--- src/rtl/alu_issue_ctrl_pkg.sv ---
// alu_issue_ctrl_pkg: shared ALU opcode encoding, instruction field bounds and issue FSM states
package alu_issue_ctrl_pkg;
  localparam int kINSN_W = 9;
  localparam int kREG_W = 3;
  localparam int kOP_MSB = 8;
  localparam int kOP_LSB = 6;
  localparam logic [3:0] kSHIFT_ZERO_CNT = 4'd8;
  typedef enum logic [2:0] {
    ADD = 3'd0,
    SUB = 3'd1,
    AND = 3'd2,
    SLL = 3'd3,
    SRL = 3'd4,
    XOR = 3'd5
  } ALUOp_mne;
  typedef enum logic [1:0] {
    IDLE  = 2'd0,
    ISSUE = 2'd1,
    TRAP  = 2'd2
  } issue_state_t;
endpackage

--- src/rtl/alu_issue_ctrl_insn_decode.sv ---
// insn_decode: combinational split of an instruction word into ALU op, registers, beat count and illegal flag
// ports: insn_i word in; op_o, rd_o, rs_o (0 for shifts), cnt_o beats (1..8), illegal_o for opcodes 6/7
module insn_decode import alu_issue_ctrl_pkg::*; (
  input  logic [kINSN_W-1:0] insn_i,
  output logic [2:0]         op_o,
  output logic [kREG_W-1:0]  rd_o,
  output logic [kREG_W-1:0]  rs_o,
  output logic [3:0]         cnt_o,
  output logic               illegal_o
);
  logic shift;
  assign op_o = insn_i[kOP_MSB:kOP_LSB];
  assign rd_o = insn_i[5:3];
  assign shift = (op_o == 3'(SLL)) || (op_o == 3'(SRL));
  assign rs_o = shift ? '0 : insn_i[2:0];
  // a zero shift count field encodes the maximum of eight single-bit beats
  assign cnt_o = !shift ? 4'd1 : (insn_i[2:0] == 3'd0) ? kSHIFT_ZERO_CNT : {1'b0, insn_i[2:0]};
  assign illegal_o = op_o > 3'(XOR);
endmodule

--- src/rtl/alu_issue_ctrl.sv ---
// alu_issue_ctrl: accepts instruction words and issues registered ALU beats, expanding shifts into 1-bit beats
// ports: in_valid/in_ready/in_insn accept side; out_valid/out_ready/out_op/out_rd/out_rs/out_last beat side;
// busy while an instruction is in flight; trap is the sticky illegal-opcode flag when ALU_ISSUE_TRAP_EN is defined
module alu_issue_ctrl import alu_issue_ctrl_pkg::*; (
  input  logic               clk,
  input  logic               reset_n,
  input  logic               in_valid,
  input  logic [kINSN_W-1:0] in_insn,
  output logic               in_ready,
  output logic               out_valid,
  input  logic               out_ready,
  output logic [2:0]         out_op,
  output logic [kREG_W-1:0]  out_rd,
  output logic [kREG_W-1:0]  out_rs,
  output logic               out_last,
  output logic               busy,
  output logic               trap
);
  logic [2:0] dec_op;
  logic [kREG_W-1:0] dec_rd, dec_rs;
  logic [3:0] dec_cnt;
  logic dec_ill;
  issue_state_t state_q, state_d;
  logic [2:0] op_q, op_d;
  logic [kREG_W-1:0] rd_q, rd_d, rs_q, rs_d;
  logic [3:0] rem_q, rem_d;
`ifdef ALU_ISSUE_TRAP_EN
  localparam issue_state_t kILL_STATE = TRAP;
`else
  localparam issue_state_t kILL_STATE = IDLE;
`endif
  insn_decode u_dec (
    .insn_i   (in_insn),
    .op_o     (dec_op),
    .rd_o     (dec_rd),
    .rs_o     (dec_rs),
    .cnt_o    (dec_cnt),
    .illegal_o(dec_ill)
  );
  always_comb begin
    state_d = state_q;
    op_d = op_q;
    rd_d = rd_q;
    rs_d = rs_q;
    rem_d = rem_q;
    case (state_q)
      IDLE: if (in_valid) begin
        state_d = dec_ill ? kILL_STATE : ISSUE;
        if (!dec_ill) begin
          op_d = dec_op;
          rd_d = dec_rd;
          rs_d = dec_rs;
          rem_d = dec_cnt;
        end
      end
      ISSUE: if (out_ready) begin
        rem_d = rem_q - 4'd1;
        state_d = (rem_q == 4'd1) ? IDLE : ISSUE;
      end
      default: ;
    endcase
  end
  always_ff @(posedge clk) begin
    if (!reset_n) begin
      state_q <= IDLE;
      op_q <= 3'(ADD);
      rd_q <= '0;
      rs_q <= '0;
      rem_q <= '0;
    end else begin
      state_q <= state_d;
      op_q <= op_d;
      rd_q <= rd_d;
      rs_q <= rs_d;
      rem_q <= rem_d;
    end
  end
  assign in_ready = state_q == IDLE;
  assign out_valid = state_q == ISSUE;
  assign busy = state_q != IDLE;
  assign out_op = op_q;
  assign out_rd = rd_q;
  assign out_rs = rs_q;
  assign out_last = rem_q == 4'd1;
`ifdef ALU_ISSUE_TRAP_EN
  assign trap = state_q == TRAP;
`else
  assign trap = 1'b0;
`endif
endmodule

--- config.mk ---
export PLATFORM = sky130hd
export DESIGN_NAME = alu_issue_ctrl
export DESIGN_NICKNAME = d
export VERILOG_FILES = /design/src/rtl/alu_issue_ctrl_pkg.sv /design/src/rtl/alu_issue_ctrl_insn_decode.sv /design/src/rtl/alu_issue_ctrl.sv
export SDC_FILE = /design/constraint.sdc
export NUM_CORES = 1
export LEC_CHECK = 0
export CORE_UTILIZATION = 44
export DETAILED_ROUTE_END_ITERATION = 6
export PLACE_DENSITY = 0.9
export SLEW_MARGIN = 20
export SYNTH_ARGS = -nofsm -noshare
export SYNTH_HDL_FRONTEND = slang
export SYNTH_HIERARCHICAL = 1
export SYNTH_SLANG_ARGS = --single-unit
--- constraint.sdc ---
create_clock -name clk -period 1.5 [get_ports clk]
set_clock_uncertainty 0.1 [all_clocks]
set_input_delay 0.15 -clock clk [delete_from_list [all_inputs] [get_ports clk]]
set_output_delay 0.15 -clock clk [all_outputs]
set_load 0.05 [all_outputs]
# == Word level (Yosys, flattened, before mapping) ==
# Index checks and enable logic that the tools add are counted.
# totals
rom_bits,0
out_inout_bits,14
register_bits,15
n_memories,0
mem_bits_rw,0
inputBits,13
latch_bits,0
wordCells,35
# classes
eq_ne,7
n_shift,0
n_mux,12
multipliers,0
div_mod_pow,0
bitwise_logic,1
magnitude_cmp,1
addsub,1
reduce_logical,8
# ops
operator,count
$mux W4,5
$pmux W4 S2,1
$reduce_and A3 Y1,2
$eq A4 B1 Y1 const B,1
$mux W2,2
$ne A2 B2 Y1 const B,2
$pmux W2 S2,1
$reduce_and A4 Y1,1
$reduce_bool A2 Y1,2
$sub A4 B1 Y4 const B,1
$eq A3 B2 Y1 const B,1
$eq A3 B3 Y1 const B,1
$gt A3 B3 Y1 const B,1
$logic_not A3 Y1,1
$mux W3,1
$eq A2 B1 Y1 const B,1
$logic_not A2 Y1,1
$mux W1,2
$ne A2 B1 Y1 const B,1
$logic_or A1 B1 Y1,1
$not A1 Y1,1

# == Longest topological paths before layout ==
# depth
ltp_word,6
depth_mapped,6
depth_no_buf,5

# == Modules after synthesis ==
# Netlist, hierarchy kept.
# modules_own_cells
mod,seq_area_each_um2,n_inst,cells_each,area_per_inst_um2
alu_issue_ctrl,280.3,1,80,661.9
insn_decode,0.0,1,18,136.4

# == Least setup slack after synthesis ==
# Ideal clock, no wire load.
# synth_timing
kind,register to register
start,reg rem_q[1]
end,reg state_q[0]
synth_period_minus_slack_ps,2293
setup_ps,115
setup_slack_ps,-793
required_time_ps,1285
path_buffers,0
path_stages_with_launch,6
arrival_ps,2079
cell_sequence,dfxtp_1 > inv_1 > ha_1 > nor3b_1 > a21oi_1 > o21a_1
# synth_between
elab_chain_cells,4
# synth_lines
item,line_no,text
start: declaration,alu_issue_ctrl.sv:26,"logic [3:0] rem_q, rem_d;"
start signal: assignment,alu_issue_ctrl.sv:75,rem_q <= rem_d;
$eq A4 B1 Y1,-,
named net out_last,alu_issue_ctrl.sv:15,"output logic out_last,"
$mux W1,alu_issue_ctrl.sv:58,state_d = (rem_q == 4'd1) ? IDLE : ISSUE;
$mux W2,alu_issue_ctrl.sv:56,ISSUE: if (out_ready) begin
$pmux W2 S2,alu_issue_ctrl.sv:46,case (state_q)
end signal: assignment,alu_issue_ctrl.sv:71,state_q <= state_d;
end: declaration,alu_issue_ctrl.sv:23,"issue_state_t state_q, state_d;"
# The timed path passes the listed nets, and every way through them passes these cells. The select of a mux whose other input is x is not followed.
# A chain may end at the register's enable or synchronous reset.

# == Worst setup path after layout ==
# layout_timing
start,reg rem_q[1]
end,out out_last
# layout_between
elab_chain_cells,1
# layout_lines
item,line_no,text
$eq A4 B1 Y1,alu_issue_ctrl.sv:84,assign out_last = rem_q == 4'd1;
end: declaration,alu_issue_ctrl.sv:15,
# Every way passes these cells.

==> flow_metrics.py <==
metrics = {
    "status": {
        "status": "finished, violations left",
        "failed_checks": "setup timing",
    },
    "die": {
        "die_x_um": 44.6,
        "dieArea_um2": 1990,
        "die_y_um": 44.6,
        "rows": 15,
        "ios": 27,
        "start_util_pct": 46.7,
        "core_area_um2": 1710,
    },
    "setup_path": {
        "slowest_stage": "dfxtp_2",
        "worstSetupPathType": "flop to output pin",
        "worst-path-max-fanout": 2,
        "r2r_slack_ps": 40,
        "crit_chain": "inv_2, ha_4, nor3b_4, buf_12",
        "crit_start": "rem_q[1]",
        "r2r_end": "state_q[0]",
        "crit_path_max_incr_delay_ps": 350,
        "worstPathRequired_ps": 1250,
        "crit_path_end_kind": "output pin",
        "r2r_start": "rem_q[1]",
        "critPathArrivalTime_ps": 1260,
        "cp-start-kind": "flop",
        "reg2reg_depth": 7,
    },
    "synthesis": {
        "yosysTopAreaCellShare_pct": 35.1,
        "yosys.area.top_type": "dfxtp_1",
        "synth_seq_cells": 14,
        "synthArstFlopShare_pct": 0,
        "synthTopCellsByArea": "dfxtp_1, nand2_1, a21oi_1",
        "syn_avg_cell_area_um2": 8.15,
        "synth_most_common_cell": "nand2_1",
        "synth_cells": 98,
        "synth_edf_count": 0,
        "synth.distinct_cells": 31,
        "synth_nets": 113,
        "synth_common_cells": "nand2_1, dfxtp_1, a21oi_1",
        "ys_seq_area_share_pct": 35.1,
        "synth_area_um2": 798,
        "yosysWarningCount": 6,
        "yosys_most_used_dff": "dfxtp_1",
    },
    "clocking": {
        "cts_tree": "yes",
        "path_clk_slew_ps": 100,
        "clock_latency_ps": 290,
        "cts_max_path_buffers": 2,
        "cts-htree-levels": 1,
        "cts_buffers": 3,
        "cts_root_buffer": "clkbuf_4",
        "cts.sinks": 14,
        "ctsHoldBuffers": 0,
    },
    "timing": {
        "maxSlewViolCount": 0,
        "tns_ps": -14.6,
        "period_share_pct": 101,
        "period_minus_slack_ps": 1510,
        "setup_viol": 1,
        "setup_slack_ps": -14.6,
        "fmax_mhz": 660,
        "hold_violations": 0,
    },
    "drt": {
        "first_pass_iters": 4,
        "routedWlPerCell_um": 14.7,
        "num_vias": 867,
        "wl_um": 2340,
        "ant_nets": 0,
        "drc": 0,
        "avgViaCountPerCell": 5.45,
        "first_iter_violations": 35,
    },
    "grt": {
        "grt_overflow_total": 0,
        "antenna_found_initial": 0,
        "grt_max_degree": 13,
        "grtUsageTotal_pct": 22.3,
        "grt_pass1_wl_um": 3260,
        "first_global_vias": 780,
    },
    "place": {
        "pre_cts_ws_ps": -232,
        "place.gp.congestion": 0.789,
        "hpwlAfterDp_um": 1480,
        "dpl_cell_area_um2": 1120,
        "port_buffers": 25,
    },
    "power": {
        "total_power_mw": 1.12,
        "irDropWorstVdd_uv": 523,
        "power_density_nw_per_um2": 890,
        "p_leak_nw": 0.528,
    },
    "min_path": {
        "hold_start": "in_insn[5]",
        "hold-path-endpoint": "out_rd[2]",
        "hp-class": "input port to flop",
        "holdPathStages": 3,
    },
    "final_layout": {
        "syn2layout_area_growth_pct": 57.1,
        "drive_gt1_share_pct": 38.1,
        "fin_nets": 150,
        "antennaDiodeCount": 0,
        "finalInstanceArea_um2": 1250,
    },
    "flow_run": {
        "cap_violations": 0,
    },
}
## sequential cells by signal (all words and copies together) (netlist names)
name / flops
rem_q: 4
out_op: 3
out_rd: 3
out_rs: 3
state_q: 1
## metrics by stage
stage	hold WS (ps)	cells	utilization, %
final	302	159	73.4
after global routing	325	159	73.4
after CTS	317	153	68.5
after detailed placement	350	147	65.3
after global placement	343	147	65.3
after floorplan	167	98	-
## cell usage in the layout (no fill, tap or decap), types with 2 or more instances in the layout
cell / synthesis / final
o21a_1: 5 / 5
buf_12: 0 / 5
dfxtp_2: 0 / 3
nand3_1: 3 / 3
clkdlybuf4s50_1: 0 / 12
dfxtp_1: 14 / 11
nand2_1: 20 / 20
nor3_1: 2 / 2
a21oi_1: 13 / 12
nor3b_2: 1 / 3
nor3b_4: 1 / 3
inv_1: 4 / 3
buf_4: 8 / 28
clkbuf_4: 0 / 3
## where the power goes
part | total (mW) | switching, mW | internal [mW]
Sequential | 0.423 | 0.0249 | 0.398
Clock | 0.282 | 0.134 | 0.148
Combinational | 0.411 | 0.218 | 0.193
Total | 1.12 | 0.377 | 0.739
## final cells by class
type | count | area (µm²)
multi-input cells | 67 | 457
fillers | 114 | 454
repair buffers | 45 | 430
flip-flops and latches | 14 | 284
clock buffers | 4 | 36.3
well taps | 25 | 31.3
inverters | 4 | 15.0
## how the worst max path moves through the flow
| stage | to | slack, ps | cells past startpoint |
|---|---|---|---|
| CTS | out_rs[2] | 6 | 8 |
| global placement | out_rs[1] | -190 | 6 |
| floorplan | state_q[0] | -40 | 5 |
| detailed placement | out_rs[2] | -230 | 6 |
| global route | out_last | -40 | 4 |
| finish | out_last | -10 | 4 |
## cells by family (layout without fill, tap and decap cells)
| logic type | after synthesis | count (layout) | share of synthesized area, % |
|---|---|---|---|
| AND/OR/NAND/NOR | 39 | 39 | 27.6 |
| adder cells (fa/ha/maj) | 2 | 2 | 3.13 |
| buffers and inverters | 17 | 53 | 13.9 |
| flip-flops | 14 | 14 | 35.1 |
| other | 1 | 1 | 0.470 |
| AO/OA/AOI/OAI | 25 | 25 | 19.8 |
## critical path, delay by kind of cell, from the launching register on
family,cells,cell delay (ps)
fa+ha+maj,1,110
flops,1,350
buf+inv,2,250
simple gates,1,260
## metal layers
layer | vias up | track usage [%] | share of wire (%)
li1 | 402 | - | -
met1 | 407 | 27.8 | 43
met2 | 52 | 36.8 | 47
met3 | 6 | 2.86 | 7.8
met4 | 0 | 12.7 | 1.6
met5 | - | 0 | 0
## repair_timing
item                                   CTS  global route
pin swaps                                0             1
setup buffers                            2             6
endpoints found under the hold margin    0             0
setup endpoints to repair                1            12
gates resized for setup                  2             9
(Power assumes the default switching activity.)
